File: src/rtl/slurm16_arb_pkg.sv
// Shared types and width helpers for the slurm16 main-RAM arbiter.
// Round-robin IDLE arbitration is enabled by defining SLURM16_ARB_ROUND_ROBIN_EN.
package slurm16_arb_pkg;

  typedef enum logic {
    ARB_IDLE   = 1'b0,
    ARB_LOCKED = 1'b1
  } arb_state_e;

  localparam int DEF_NPORTS    = 3;
  localparam int DEF_ADDR_BITS = 16;
  localparam int DEF_BITS      = 16;
  localparam int DEF_BURST_MAX = 8;

  // A single-port build still needs a 1-bit index to stay legal.
  function automatic int port_idx_w(input int n);
    return (n > 1) ? $clog2(n) : 1;
  endfunction

  function automatic int burst_cnt_w(input int m);
    return $clog2(m + 1);
  endfunction

endpackage

File: src/rtl/slurm16_arb_pick.sv
// Combinational one-hot picker: first set request found scanning upward
// (with wrap) from the start index.
module slurm16_arb_pick #(
  parameter int N  = 3,
  parameter int IW = 2
) (
  input  logic [N-1:0]  req,
  input  logic [IW-1:0] start,
  output logic [N-1:0]  grant,
  output logic [IW-1:0] grant_idx,
  output logic          any
);

  always_comb begin
    int idx;
    grant     = '0;
    grant_idx = '0;
    any       = 1'b0;
    idx       = 0;
    for (int off = 0; off < N; off++) begin
      idx = (int'(start) + off) % N;
      if (!any && req[idx]) begin
        any        = 1'b1;
        grant[idx] = 1'b1;
        grant_idx  = IW'(idx);
      end
    end
  end

endmodule

File: src/rtl/slurm16_mem_arbiter.sv
// Single-port main RAM arbiter for slurm16: fixed-priority (or round-robin when
// SLURM16_ARB_ROUND_ROBIN_EN is defined) grant with burst lock, 2-cycle read return.
module slurm16_mem_arbiter
  import slurm16_arb_pkg::*;
#(
  parameter int NPORTS    = DEF_NPORTS,
  parameter int ADDR_BITS = DEF_ADDR_BITS,
  parameter int BITS      = DEF_BITS,
  parameter int BURST_MAX = DEF_BURST_MAX
) (
  input  logic                        CLK,
  input  logic                        RST,
  input  logic [NPORTS-1:0]           req_valid,
  input  logic [NPORTS-1:0]           req_wr,
  input  logic [NPORTS-1:0]           req_lock,
  input  logic [NPORTS*ADDR_BITS-1:0] req_addr,
  input  logic [NPORTS*BITS-1:0]      req_wdata,
  output logic [NPORTS-1:0]           req_ready,
  output logic [NPORTS-1:0]           rsp_valid,
  output logic [BITS-1:0]             rsp_rdata,
  output logic                        mem_en,
  output logic                        mem_wr,
  output logic [ADDR_BITS-1:0]        mem_addr,
  output logic [BITS-1:0]             mem_wdata,
  input  logic [BITS-1:0]             mem_rdata
);

  localparam int PORT_IDX_W  = port_idx_w(NPORTS);
  localparam int BURST_CNT_W = burst_cnt_w(BURST_MAX);

  arb_state_e               state_q, state_d;
  logic [PORT_IDX_W-1:0]    owner_q, owner_d;
  logic [BURST_CNT_W-1:0]   burst_cnt_q, burst_cnt_d;
  logic [BURST_CNT_W:0]     burst_next;

  logic [NPORTS-1:0]        pick_req, grant;
  logic [PORT_IDX_W-1:0]    win_idx, start_idx;
  logic                     pick_any, accept, owner_hold;

  logic [ADDR_BITS-1:0]     addr_arr [NPORTS];
  logic [BITS-1:0]          wdata_arr [NPORTS];

  logic                     mem_en_q, mem_en_d, mem_wr_q, mem_wr_d;
  logic [ADDR_BITS-1:0]     mem_addr_q, mem_addr_d;
  logic [BITS-1:0]          mem_wdata_q, mem_wdata_d;
  logic                     tag1_valid_q, tag1_valid_d, tag2_valid_q, tag2_valid_d;
  logic [PORT_IDX_W-1:0]    tag1_port_q, tag1_port_d, tag2_port_q, tag2_port_d;

  generate
    for (genvar gi = 0; gi < NPORTS; gi++) begin : g_unpack
      assign addr_arr[gi]  = req_addr[gi*ADDR_BITS +: ADDR_BITS];
      assign wdata_arr[gi] = req_wdata[gi*BITS +: BITS];
    end
  endgenerate

  // A locked owner that is still requesting masks every other port.
  assign owner_hold = (state_q == ARB_LOCKED) && req_valid[owner_q];
  assign pick_req   = owner_hold ? (req_valid & (NPORTS'(1) << owner_q)) : req_valid;

`ifdef SLURM16_ARB_ROUND_ROBIN_EN
  logic [PORT_IDX_W-1:0] last_winner_q, last_winner_d;

  assign last_winner_d = accept ? win_idx : last_winner_q;
  assign start_idx = (int'(last_winner_q) == NPORTS - 1) ? '0 : last_winner_q + 1'b1;

  always_ff @(posedge CLK or posedge RST) begin
    if (RST) last_winner_q <= PORT_IDX_W'(NPORTS - 1);
    else     last_winner_q <= last_winner_d;
  end
`else
  assign start_idx = '0;
`endif

  slurm16_arb_pick #(
    .N  (NPORTS),
    .IW (PORT_IDX_W)
  ) u_pick (
    .req       (pick_req),
    .start     (start_idx),
    .grant     (grant),
    .grant_idx (win_idx),
    .any       (pick_any)
  );

  assign accept = pick_any && !RST;

  // State register
  always_ff @(posedge CLK or posedge RST) begin
    if (RST) begin
      state_q     <= ARB_IDLE;
      owner_q     <= '0;
      burst_cnt_q <= '0;
    end else begin
      state_q     <= state_d;
      owner_q     <= owner_d;
      burst_cnt_q <= burst_cnt_d;
    end
  end

  // Next-state logic
  always_comb begin
    state_d     = state_q;
    owner_d     = owner_q;
    burst_cnt_d = burst_cnt_q;
    burst_next  = owner_hold ? ({1'b0, burst_cnt_q} + 1'b1) : (BURST_CNT_W+1)'(1);
    if (accept) begin
      if (req_lock[win_idx] && (int'(burst_next) < BURST_MAX)) begin
        state_d     = ARB_LOCKED;
        owner_d     = win_idx;
        burst_cnt_d = burst_next[BURST_CNT_W-1:0];
      end else begin
        state_d     = ARB_IDLE;
        burst_cnt_d = '0;
      end
    end else if ((state_q == ARB_LOCKED) && !owner_hold) begin
      state_d     = ARB_IDLE;
      burst_cnt_d = '0;
    end
  end

  // Output logic
  always_comb begin
    req_ready = RST ? '0 : grant;
    rsp_valid = '0;
    rsp_rdata = '0;
    if (tag2_valid_q) begin
      rsp_valid[tag2_port_q] = 1'b1;
      rsp_rdata              = mem_rdata;
    end
  end

  // RAM command stage and read-tag pipeline, aligned with the RAM's 1-cycle latency.
  always_comb begin
    mem_en_d     = accept;
    mem_wr_d     = accept && req_wr[win_idx];
    mem_addr_d   = accept ? addr_arr[win_idx]  : mem_addr_q;
    mem_wdata_d  = accept ? wdata_arr[win_idx] : mem_wdata_q;
    tag1_valid_d = accept && !req_wr[win_idx];
    tag1_port_d  = accept ? win_idx : tag1_port_q;
    tag2_valid_d = tag1_valid_q;
    tag2_port_d  = tag1_port_q;
  end

  always_ff @(posedge CLK or posedge RST) begin
    if (RST) begin
      mem_en_q     <= 1'b0;
      mem_wr_q     <= 1'b0;
      mem_addr_q   <= '0;
      mem_wdata_q  <= '0;
      tag1_valid_q <= 1'b0;
      tag1_port_q  <= '0;
      tag2_valid_q <= 1'b0;
      tag2_port_q  <= '0;
    end else begin
      mem_en_q     <= mem_en_d;
      mem_wr_q     <= mem_wr_d;
      mem_addr_q   <= mem_addr_d;
      mem_wdata_q  <= mem_wdata_d;
      tag1_valid_q <= tag1_valid_d;
      tag1_port_q  <= tag1_port_d;
      tag2_valid_q <= tag2_valid_d;
      tag2_port_q  <= tag2_port_d;
    end
  end

  assign mem_en    = mem_en_q;
  assign mem_wr    = mem_wr_q;
  assign mem_addr  = mem_addr_q;
  assign mem_wdata = mem_wdata_q;

endmodule
File: config.mk
export PLATFORM = sky130hd
export DESIGN_NAME = slurm16_mem_arbiter
export DESIGN_NICKNAME = d
export VERILOG_FILES = /design/src/rtl/slurm16_arb_pkg.sv /design/src/rtl/slurm16_arb_pick.sv /design/src/rtl/slurm16_mem_arbiter.sv
export SDC_FILE = /design/constraint.sdc
export NUM_CORES = 1
export LEC_CHECK = 0
export CAP_MARGIN = 20
export CORE_MARGIN = 4
export CORE_UTILIZATION = 63
export DETAILED_ROUTE_END_ITERATION = 6
export DONT_BUFFER_PORTS = 1
export GPL_TIMING_DRIVEN = 0
export PLACE_DENSITY = 0.75
export SLEW_MARGIN = 20
export SYNTH_ARGS = -nofsm -noshare
export SYNTH_HDL_FRONTEND = slang
export SYNTH_SLANG_ARGS = --single-unit
export TNS_END_PERCENT = 10
File: constraint.sdc
create_clock -name CLK -period 3.04 [get_ports CLK]
set_clock_uncertainty 0.05 [all_clocks]
set_input_delay 0.608 -clock CLK [delete_from_list [all_inputs] [get_ports CLK]]
set_output_delay 0.608 -clock CLK [all_outputs]
set_load 0.05 [all_outputs]
### After elaboration in Yosys (flattened, before gate mapping)

Cells that the tools add are included.

* word-level logic and storage cells: 70
* output and inout port bits: 56
* input bits: 123
* register bits after elaboration: 47
* memories: 0
* bits in read-only memories: 0
* RAM bits: 0
* bits in latches: 0

* muxes and demuxes: 33
* order comparisons: 6
* shift-type cells: 1
* add/subtract/negate cells: 1
* reduce and logical (&&, ||, !) cells: 16
* multiply operators: 0
* bitwise gates (word level): 2
* equality and inequality tests: 0
* div/mod/pow operators: 0

Operators with widths (count)
* $mux W16: 5
* $bmux W16 S2: 2
* $mux W1: 12
* $mux W3: 4
* $mux W4: 3
* $logic_and A1 B1 Y1: 9
* $lt A2 B3 Y1 const B: 3
* $bmux W1 S2: 3
* $add A4 B1 Y5 const B: 1
* $logic_not A1 Y1: 5
* $lt A5 B4 Y1 const B: 1
* $mux W5: 1
* $mux W2: 2
* $and A3 B3 Y3: 1
* $ge A3 B3 Y1 const B: 1
* $not A2 Y3: 1
* $shl A1 B2 Y3 const A: 1
* $demux W1 S2: 1
* $ge A2 B1 Y1 const B: 1
* $reduce_and A2 Y1: 1
* $reduce_bool A2 Y1: 1

### Depth between registers and ports, before layout

Gate-level depths: netlist (run 1).

* word-level depth: 16
* mapped depth: 7
* gate-level depth less buffers: 6

### Hierarchy

From an unflattened synthesis (run 1), not the netlist that was laid out.

* cells, all modules: 353
* area total of the unflattened synthesis: 3019.1 um^2

By module, submodules not included
* slurm16_mem_arbiter: instances 1, cells each 301, seq. area each 1176.1 um^2, area each 2637.5 um^2
* slurm16_arb_pick: instances 1, cells each 52, seq. area each 0.0 um^2, area each 381.6 um^2

### Worst setup path before layout (run 1)

No wires, ideal clock.

* kind: input -> output
* start point: input req_valid[2]
* end point: output req_ready[1]
* arrival: 2.225 ns
* setup slack: 0.157 ns
* path buffers: 2
* data required time: 2.382 ns
* stages: 5
* path through: and4b_1 -> or3_1 -> buf_6 -> buf_2 -> nor2_1

* cells in the longest elaborated chain, start to end: 10

Ends and longest elaborated chain
* from (decl): line slurm16_mem_arbiter.sv:13 `input logic [NPORTS-1:0] req_valid,`
* $bmux W1 S2 *: line slurm16_mem_arbiter.sv:57 `assign owner_hold = (state_q == ARB_LOCKED) && req_valid[owner_q];`
* $mux W1 (not written as such) *: line slurm16_mem_arbiter.sv:57
* $logic_and A1 B1 Y1 *: line slurm16_mem_arbiter.sv:57
* $mux W3 *: line slurm16_mem_arbiter.sv:58 `assign pick_req = owner_hold ? (req_valid & (NPORTS'(1) << owner_q)) : req_valid;`
* $mux W1: line slurm16_arb_pick.sv:22 `if (!any && req[idx]) begin`
* $logic_not A1 Y1: line slurm16_arb_pick.sv:22
* $logic_and A1 B1 Y1 *: line slurm16_arb_pick.sv:22
* $mux W2 *: line slurm16_arb_pick.sv:22
* $mux W3 *: line slurm16_arb_pick.sv:22
* $mux W3 *: line slurm16_mem_arbiter.sv:123 `req_ready = RST ? '0 : grant;`
* to (decl): line slurm16_mem_arbiter.sv:18 `output logic [NPORTS-1:0] req_ready,`

Mark *: on every way between the ends. The rest lies on a longest branch, timed or not. The select of a mux whose other input is x is not followed.

### Worst setup path after layout (run 1)

* start point: register owner_q[0]
* end point: output req_ready[2]

* cells in the longest elaborated chain, start to end: 12
* elaborated cells on any way between the ends: 14
* classes of those cells: shift: 1; mux: 7; bitwise: 1; reduce/logical: 5

Ends and longest elaborated chain
* from (decl): line slurm16_mem_arbiter.sv:32 `logic [PORT_IDX_W-1:0] owner_q, owner_d;`
* from (signal assigned): line slurm16_mem_arbiter.sv:95 `owner_q <= owner_d;`
* $bmux W1 S2: line slurm16_mem_arbiter.sv:57
* $mux W1 (not written as such): line slurm16_mem_arbiter.sv:57
* $logic_and A1 B1 Y1: line slurm16_mem_arbiter.sv:57
* $mux W3 *: line slurm16_mem_arbiter.sv:58
* $mux W1: line slurm16_arb_pick.sv:22
* $logic_not A1 Y1: line slurm16_arb_pick.sv:22
* $logic_and A1 B1 Y1: line slurm16_arb_pick.sv:22
* $mux W1: line slurm16_arb_pick.sv:22
* $logic_not A1 Y1: line slurm16_arb_pick.sv:22
* $logic_and A1 B1 Y1 *: line slurm16_arb_pick.sv:22
* $mux W3 *: line slurm16_arb_pick.sv:22
* $mux W3 *: line slurm16_mem_arbiter.sv:123

Marks and branches as above.

==> impl_metrics.toml, run 1 <==
[status]
outcome = "finished clean"

[finish]
fill_cells = 329
final_layout_size_suffix_gt1_share_pct = 7.94
multi_input_area_mm2 = 0.00138
n_antenna_cell = 0
finish.net_count = 400
seqCellArea_mm2 = 0.00118
area_growth_pct = 6.81

[yosys]
synth_most_common_cell = "dfrtp_1"
ys_top_cells_by_count = "47 x dfrtp_1, 36 x mux2i_1, 35 x a21o_1, 35 x o21ai_0, 34 x a21oi_1"
yosysTopAreaCellShare_pct = 44.5
ys_warn_count = 0
synth_area_leader_cell = "dfrtp_1"
synthDistinctLibCells = 38
syn_nets = 392
synth-edff-count = 0
synth_top_flop_cell = "dfrtp_1"
ys_top_cells_by_area = "dfrtp_1 44%, mux2i_1 14%, a21o_1 9.9%, o21ai_0 6.6%, a21oi_1 6.4%"
syn_area_mm2 = 0.00265
syn_avg_cell_area_um2 = 9.87
seq_area_frac_synth_pct = 44.5
yosys_register_bits = 47
synthCells = 268
synthArstFlopShare_pct = 100

[power]
power_density_mw_per_mm2 = 615
p_leak_nw = 1.51
peakVddDrop_v = 0.000376

[detailed_routing]
vias = 2155
wl_mm = 6.80
first_pass_iters = 4
drt_iter0_drc = 78
routedWlPerCell_um = 20.8
drc_errors = 0
vias_per_cell = 6.59
ant_nets = 0

[setup_path]
startpoint = "owner_q[0]$_DFFE_PP0P_"
r2r_slack_ns = 0.70
required_ns = 2.38
endpoint_kind = "primary output"
setup.worst_path.start_class = "flip-flop"
regToRegStartpoint = "owner_q[1]$_DFFE_PP0P_"
worstSetupPathType = "flip-flop to primary output"
arrival_ns = 2.22
reg2reg_depth = 6
critPathMaxFanout = 10
cp-endpoint = "req_ready[2]"
r2r_end = "owner_q[1]$_DFFE_PP0P_"

[place]
gp_congestion = 0.874
hpwl_mm = 5.39
place_ws_ns = 0.0215
io_buffers = 0

[floorplan]
num_rows = 23
die_h_um = 72.8
die_area_mm2 = 0.00530
core_area_mm2 = 0.00403
die_w_um = 72.8
io_pins = 179
initial_core_util_pct = 65.7

[grt]
grt_start_max_net_pins = 33
grt.total_usage_pct = 25.0
grt_pass1_wl_mm = 10.1
grt_pass1_vias = 1978
grt_remaining_overflow = 0
grt_antenna_before_repair = 0

[run]
max_cap_viol_count = 0

[timing]
rsz0062_at_grt = "false"
hold_viol = 0
finalSetupViolCount = 0
holdWs_ns = 0.110
max_freq_mhz = 347
worst_pin_slew_ns = 0.861
fin_ws_ns = 0.162
period_needed_ns = 2.88
maxSlewViolCount = 0
relSlewSlack_pct = 42.3
tns_ns = 0
finalCritPeriodShare_pct = 94.7

[cts]
cts_buffers = 5
cts_buffer_depth = 2
cts_max_level = 2
cts.clk_slew.worst_paths_ns = 0.08
post_cts_buffers = 0
cts_tree = "yes"
insertion_delay_ns = 0.29
clock-sinks = 47
cts_root_buf = "clkbuf_8"

[hold_path]
hold_path.class = "input pin to asynchronous set/reset pin"
## placed cells by master, fill, tap and decap left out, types with 4 or more instances in the layout
cell type / synthesis / layout
a21oi_1: 34 / 34
nand2_1: 4 / 4
mux2i_1: 36 / 36
clkbuf_1: 15 / 16
dfrtp_1: 47 / 47
o21ai_0: 35 / 35
clkbuf_8: 0 / 5
nor2_1: 8 / 6
and2_1: 18 / 18
a21o_1: 35 / 35
## what timing repair did
action / in CTS / in global routing
gates resized for setup: 2 / 3
endpoints found under the setup margin: 2 / 2
hold buffers: 0 / 0
## flip-flops by register name, summed over array words and instances, names as in the netlist
name          cells
mem_addr         16
mem_wdata        16
burst_cnt_q       4
owner_q           2
tag1_port_q       2
tag2_port_q       2
mem_en            1
mem_wr            1
state_q           1
tag1_valid_q      1
tag2_valid_q      1
## metrics by stage
step / instances / cell area (µm²) / utilization (%) / power (W)
floorplan: 268 / 2650 / - / 0.00131
global placement: 318 / 2710 / 67.2 / 0.00138
detailed placement: 319 / 2730 / 67.8 / 0.00140
CTS: 327 / 2820 / 70.0 / 0.00175
global route: 327 / 2830 / 70.1 / 0.00182
finish: 327 / 2830 / 70.1 / 0.00174
## critical path: stages (launching register included)
cell      delay, ns
dfrtp_1        0.45
and4b_1        0.36
a21oi_1        0.12
clkbuf_1       0.24
clkbuf_2       0.25
nor2_2         0.50
## worst min path at each step
stage	start	endpoint	slack [ns]	cells past startpoint
after global placement	tag1_valid_q$_DFF_PP0_	tag2_valid_q$_DFF_PP0_	0.28	0
after detailed placement	tag1_valid_q$_DFF_PP0_	tag2_valid_q$_DFF_PP0_	0.30	0
after global routing	RST	tag2_valid_q$_DFF_PP0_	0.13	1
after floorplan	tag1_valid_q$_DFF_PP0_	tag2_valid_q$_DFF_PP0_	0.28	0
final	RST	owner_q[1]$_DFFE_PP0P_	0.11	1
after CTS	RST	owner_q[1]$_DFFE_PP0P_	0.12	1
## power by group
group	total, W	switching (W)	internal [W]
clock	0.000354	0.000192	0.000162
combinational	0.000366	0.000223	0.000143
sequential	0.00102	0.000311	0.000706
## cell type report
class	instances	area share [%]
multi-input combinational	197	48.9
sequential	47	41.6
buffer	19	2.97
clock buffer	7	2.70
tap	50	2.21
timing repair buffer	1	0.709
inverter	5	0.664
clock inverter	1	0.177
## layer usage
metal	global-route usage, %	vias up	routed length (µm)
met5	0	-	0
met4	6.56	0	106
met3	8.95	15	797
met2	42.6	128	3460
met1	30.0	1028	2440
li1	-	984	-
## cell families after synthesis
logic type | count (synthesis) | share of synthesized area [%]
AO/OA/AOI/OAI | 114 | 26.3
adder cells (fa/ha/maj) | 1 | 0.473
buffers and inverters | 24 | 3.83
flip-flops | 47 | 44.5
multiplexers | 37 | 14.2
AND/OR/NAND/NOR | 45 | 10.7
Note: power is estimated with default switching activity, not from simulation.
==> inputs of run 2 (changes only) <==
--- a/config.mk
+++ b/config.mk
@@ -12,6 +12,7 @@
 export DONT_BUFFER_PORTS = 1
 export GPL_TIMING_DRIVEN = 0
 export PLACE_DENSITY = 0.75
+export RECOVER_POWER = 25
 export SLEW_MARGIN = 20
 export SYNTH_ARGS = -nofsm -noshare
 export SYNTH_HDL_FRONTEND = slang
==> impl_metrics.toml, run 2 (synthesis gave the netlist of run 1 again) <==
[setup_path]
r2r_end = "owner_q[1]$_DFFE_PP0P_"
setup.worst_path.start_class = "flip-flop"
arrival_ns = 2.23
worstSetupPathType = "flip-flop to primary output"
reg2reg_depth = 6
startpoint = "owner_q[0]$_DFFE_PP0P_"
required_ns = 2.38
critPathMaxFanout = 10
regToRegStartpoint = "owner_q[0]$_DFFE_PP0P_"
r2r_slack_ns = 0.71
endpoint_kind = "primary output"

[cts]
cts_tree = "yes"
cts_buffer_depth = 2
cts_max_level = 2
cts_resized = 2
post_cts_buffers = 0
clock-sinks = 47
insertion_delay_ns = 0.29
cts_root_buf = "clkbuf_8"
cts-hold-fix-buffers = 0
cts.clk_slew.worst_paths_ns = 0.08
cts_buffers = 5

[grt]
grt.total_usage_pct = 25.0
grt_antenna_before_repair = 0
grt_pass1_wl_mm = 10.1
grt_remaining_overflow = 0
grt_pass1_vias = 1978
grt_start_max_net_pins = 33

[timing]
rsz0062_at_grt = "false"
finalCritPeriodShare_pct = 94.8
maxSlewViolCount = 33
period_needed_ns = 2.88
max_freq_mhz = 347
hold_viol = 0
relSlewSlack_pct = -11.3
worst_pin_slew_ns = 1.67
finalSetupViolCount = 0
fin_ws_ns = 0.157

[place]
io_buffers = 0
hpwl_mm = 5.39
dpl_cell_area_mm2 = 0.00273
gp_congestion = 0.874
place_ws_ns = 0.0215

[finish]
area_growth_pct = 6.20
finish.net_count = 400
n_antenna_cell = 0
final_common_cell = "dfrtp_1"
fill_cells = 331
final_cell_mix = "47 x dfrtp_1, 36 x mux2i_1, 35 x a21o_1, 35 x o21ai_0, 34 x a21oi_1"
final_layout_size_suffix_gt1_share_pct = 7.22
fin_area_mm2 = 0.00281

[detailed_routing]
ant_nets = 0
drt_iter0_drc = 70
drc_errors = 0
vias_per_cell = 6.57
routedWlPerCell_um = 20.9
vias = 2150
wl_mm = 6.82
first_pass_iters = 4

[power]
power_density_mw_per_mm2 = 617
p_leak_nw = 1.50
peakVddDrop_v = 0.000376

[floorplan]
die_w_um = 72.8
io_pins = 179
die_h_um = 72.8
core_area_mm2 = 0.00403
num_rows = 23
die_area_mm2 = 0.00530
initial_core_util_pct = 65.7

[run]
max_cap_viol_count = 1

[status]
failed_checks = "max-capacitance violations, max-slew violations"
outcome = "complete, but fails checks"

[hold_path]
hold_path.class = "input pin to asynchronous set/reset pin"
[run 2: changes by cell type in the layout (fill, tap and decap cells not counted)]
cell	before	now
buf_12	1	0
inv_2	1	0
inv_1	3	4
clkbuf_1	16	17
[run 2: worst max-delay path, stage by stage, from the launching register on]
cell and delay (ns):
dfrtp_1 0.45, and4b_1 0.35, a21oi_1 0.13, clkbuf_1 0.25
clkbuf_2 0.25, nor2_2 0.50
[run 2: cell type report]
cell class	count	area, µm²	share of cell area (%)
multi-input combinational	197	1380	49.2
sequential	47	1180	41.9
buffer	19	83.8	2.98
clock buffer	7	76.3	2.72
tap	50	62.6	2.23
inverter	5	18.8	0.668
clock inverter	1	5.00	0.178
timing repair buffer	1	3.75	0.134
[run 2: through the flow]
stage | hold WS, ns | power [W] | utilization (%) | TNS (ns) | cells
floorplan | 0.281 | 0.00131 | - | 0 | 268
global placement | 0.285 | 0.00138 | 67.2 | -0.187 | 318
detailed placement | 0.300 | 0.00140 | 67.8 | 0 | 319
CTS | 0.116 | 0.00175 | 70.0 | 0 | 327
global route | 0.261 | 0.00182 | 69.7 | 0 | 327
finish | 0.209 | 0.00173 | 69.7 | 0 | 327
[run 2: worst max-delay path by stage]
stage | to | slack, ns | cells past startpoint
CTS | req_ready[2] | 0.04 | 5
global placement | req_ready[0] | -0.19 | 2
floorplan | req_ready[1] | 0.16 | 5
finish | req_ready[2] | 0.16 | 5
detailed placement | req_ready[1] | 0.02 | 5
global route | req_ready[2] | 0.03 | 5
[run 2: per-layer routing]
layer	vias up	global-route usage, %	share of wire, %
li1	984	-	-
met1	1021	30.0	36
met2	130	42.6	51
met3	15	8.95	12
met4	0	6.56	1.6
met5	-	0	0
[run 2: power breakdown]
group	leakage (nW)	total, W	internal [W]	switching [W]
Sequential	0.585	0.00102	0.000706	0.000311
Clock	0.0422	0.000354	0.000161	0.000192
Combinational	0.874	0.000363	0.000141	0.000222
Total	1.50	0.00173	0.00101	0.000726
==> inputs of run 3 (changes only) <==
--- a/config.mk
+++ b/config.mk
@@ -5,6 +5,8 @@
 export SDC_FILE = /design/constraint.sdc
 export NUM_CORES = 1
 export LEC_CHECK = 0
+export ABC_AREA = 1
+export ABC_CLOCK_PERIOD_IN_PS = 3040
 export CAP_MARGIN = 20
 export CORE_MARGIN = 4
 export CORE_UTILIZATION = 63
==> impl_metrics.toml, run 3 <==
[timing]
tns_ns = 0
max_freq_mhz = 346
maxSlewViolCount = 0
finalSetupViolCount = 0
relSlewSlack_pct = 38.5
finalCritPeriodShare_pct = 95.2
rsz0062_at_grt = "false"
holdWs_ns = 0.238
worst_pin_slew_ns = 0.920
hold_viol = 0
period_needed_ns = 2.89

[grt]
grt_remaining_overflow = 0
grt.total_usage_pct = 26.3
grt_start_max_net_pins = 34
grt_pass1_wl_mm = 11.3
grt_antenna_before_repair = 0
grt_pass1_vias = 2367

[finish]
fill_cells = 378
final_cell_mix = "163 x nand2_1, 65 x a21oi_1, 47 x dfrtp_1"
final_layout_size_suffix_gt1_share_pct = 14.3
area_growth_pct = 7.15
final_common_cell = "nand2_1"
finish.net_count = 542
n_antenna_cell = 0

[yosys]
synth_most_common_cell = "nand2_1"
synthDistinctLibCells = 25
synthArstFlopShare_pct = 100
yosysTopAreaCellShare_pct = 41.2
syn_area_mm2 = 0.00285
syn_nets = 534
syn_avg_cell_area_um2 = 6.96
ys_top_cells_by_area = "dfrtp_1 41%, nand2_1 21%, a21oi_1 11%, nor2_1 5.4%, inv_1 3.3%"
ys_top_cells_by_count = "163 x nand2_1, 65 x a21oi_1, 47 x dfrtp_1"
synth_top_flop_cell = "dfrtp_1"
seq_area_frac_synth_pct = 41.2
ys_warn_count = 0
synth_area_leader_cell = "dfrtp_1"
synth-edff-count = 0
yosys_register_bits = 47
synthCells = 410

[detailed_routing]
drc_errors = 0
vias = 2680
first_pass_iters = 4
ant_nets = 0
routedWlPerCell_um = 16.5
wl_mm = 7.78
vias_per_cell = 5.69
drt_iter0_drc = 122

[power]
power_density_mw_per_mm2 = 861
p_leak_nw = 1.68
power_w = 0.00263
peakVddDrop_v = 0.000544

[floorplan]
initial_core_util_pct = 65.5
die_h_um = 75.3
io_pins = 179
core_area_mm2 = 0.00435
die_area_mm2 = 0.00567
die_w_um = 75.3
num_rows = 24

[place]
io_buffers = 0
gp_congestion = 0.836
hpwl_mm = 6.00

[cts]
cts_tree = "yes"
cts_buffers = 5
cts.clk_slew.worst_paths_ns = 0.09
cts_buffer_depth = 2
cts_root_buf = "clkbuf_8"
cts_max_level = 2
insertion_delay_ns = 0.30
clock-sinks = 47

[setup_path]
endpoint_kind = "primary output"
worstSetupPathType = "flip-flop to primary output"
critPathMaxFanout = 10
setup.worst_path.start_class = "flip-flop"
required_ns = 2.38
arrival_ns = 2.23

[hold_path]
hold_path.class = "input pin to asynchronous set/reset pin"

[run]
max_cap_viol_count = 0

[status]
outcome = "finished clean"
-- run 3: cell count changes after synthesis, sizes merged, moves of 13 or more --
cell | previous run | this run
nand2 | 4 | 177
mux2i | 36 | 0
a21o | 35 | 0
nor2 | 8 | 42
a21oi | 34 | 66
o21ai | 35 | 3
inv | 4 | 29
and2 | 18 | 0
nand3 | 1 | 17
buf | 4 | 19
clkbuf | 15 | 2
-- run 3: cell families after synthesis --
kind of cell / Yosys count / share of synthesized area, %
and+or+nand+nor: 242 / 36.8
AOI/OAI and AO/OA: 70 / 12.8
buffers and inverters: 50 / 8.82
DFF: 47 / 41.2
adders and majority gates: 1 / 0.439
-- run 3: critical path, stage by stage (launching register included) --
cell     delay (ns)
dfrtp_1        0.42
inv_2          0.08
nand3_2        0.13
nand3_4        0.11
nand3_2        0.13
nand2_4        0.14
nand3_2        0.11
buf_6          0.17
buf_2          0.19
nor2_2         0.45
-- run 3: power by group --
group	internal (W)	switching (W)
Clock	0.000207	0.000219
Sequential	0.000784	0.000632
Combinational	0.000248	0.000543
Total	0.00124	0.00139
-- run 3: what timing repair did --
action,4_1_cts,5_1_grt
hold buffers,0,0
resized for setup,2,0
setup endpoints to repair,2,0
buffers inserted,0,0
-- run 3: routing by layer --
metal / global-route usage (%) / vias to the layer above / wire length (µm)
li1: - / 1301 / -
met1: 33.1 / 1207 / 2990
met2: 43.8 / 163 / 3780
met3: 8.97 / 9 / 917
met4: 6.41 / 0 / 99
met5: 0 / - / 0
-- run 3: worst paths after layout --
path                            depth (start not counted)  slack [ns]              startpoint                    endpoint
worst max-delay path                                    9        0.15  owner_q[0]$_DFFE_PP0P_                req_ready[2]
worst min-delay path                                    1        0.24                     RST    mem_wdata[6]$_DFFE_PP0P_
max in group asynchronous                               2        2.08                     RST    mem_addr[13]$_DFFE_PP0P_
worst max register to register                         12        1.13  owner_q[0]$_DFFE_PP0P_    mem_wdata[1]$_DFFE_PP0P_
worst min register to register                          0        0.37  tag1_valid_q$_DFF_PP0_      tag2_valid_q$_DFF_PP0_
min in group CLK                                        1        0.36                     RST  tag1_port_q[0]$_DFFE_PP0P_
-- run 3: final cells by class --
type | count | area (µm²) | area share (%)
Buffer | 21 | 143 | 4.67
Clock inverter | 1 | 7.51 | 0.246
Sequential cell | 47 | 1180 | 38.5
Timing Repair Buffer | 1 | 20.0 | 0.655
Tap cell | 52 | 65.1 | 2.13
Multi-Input combinational cell | 313 | 1440 | 47.1
Inverter | 29 | 109 | 3.56
Clock buffer | 7 | 96.3 | 3.15
-- run 3: per-stage QoR --
step / cells / setup WS [ns] / util [%] / area [µm²]
6_report: 471 / 0.147 / 70.2 / 3060
5_1_grt: 471 / 0.00563 / 70.2 / 3060
4_1_cts: 471 / 0.140 / 70.2 / 3060
3_5_place_dp: 463 / 0.124 / 67.7 / 2950
3_3_place_gp: 462 / -0.0345 / 67.0 / 2920
2_1_floorplan: 410 / 0.266 / - / 2850
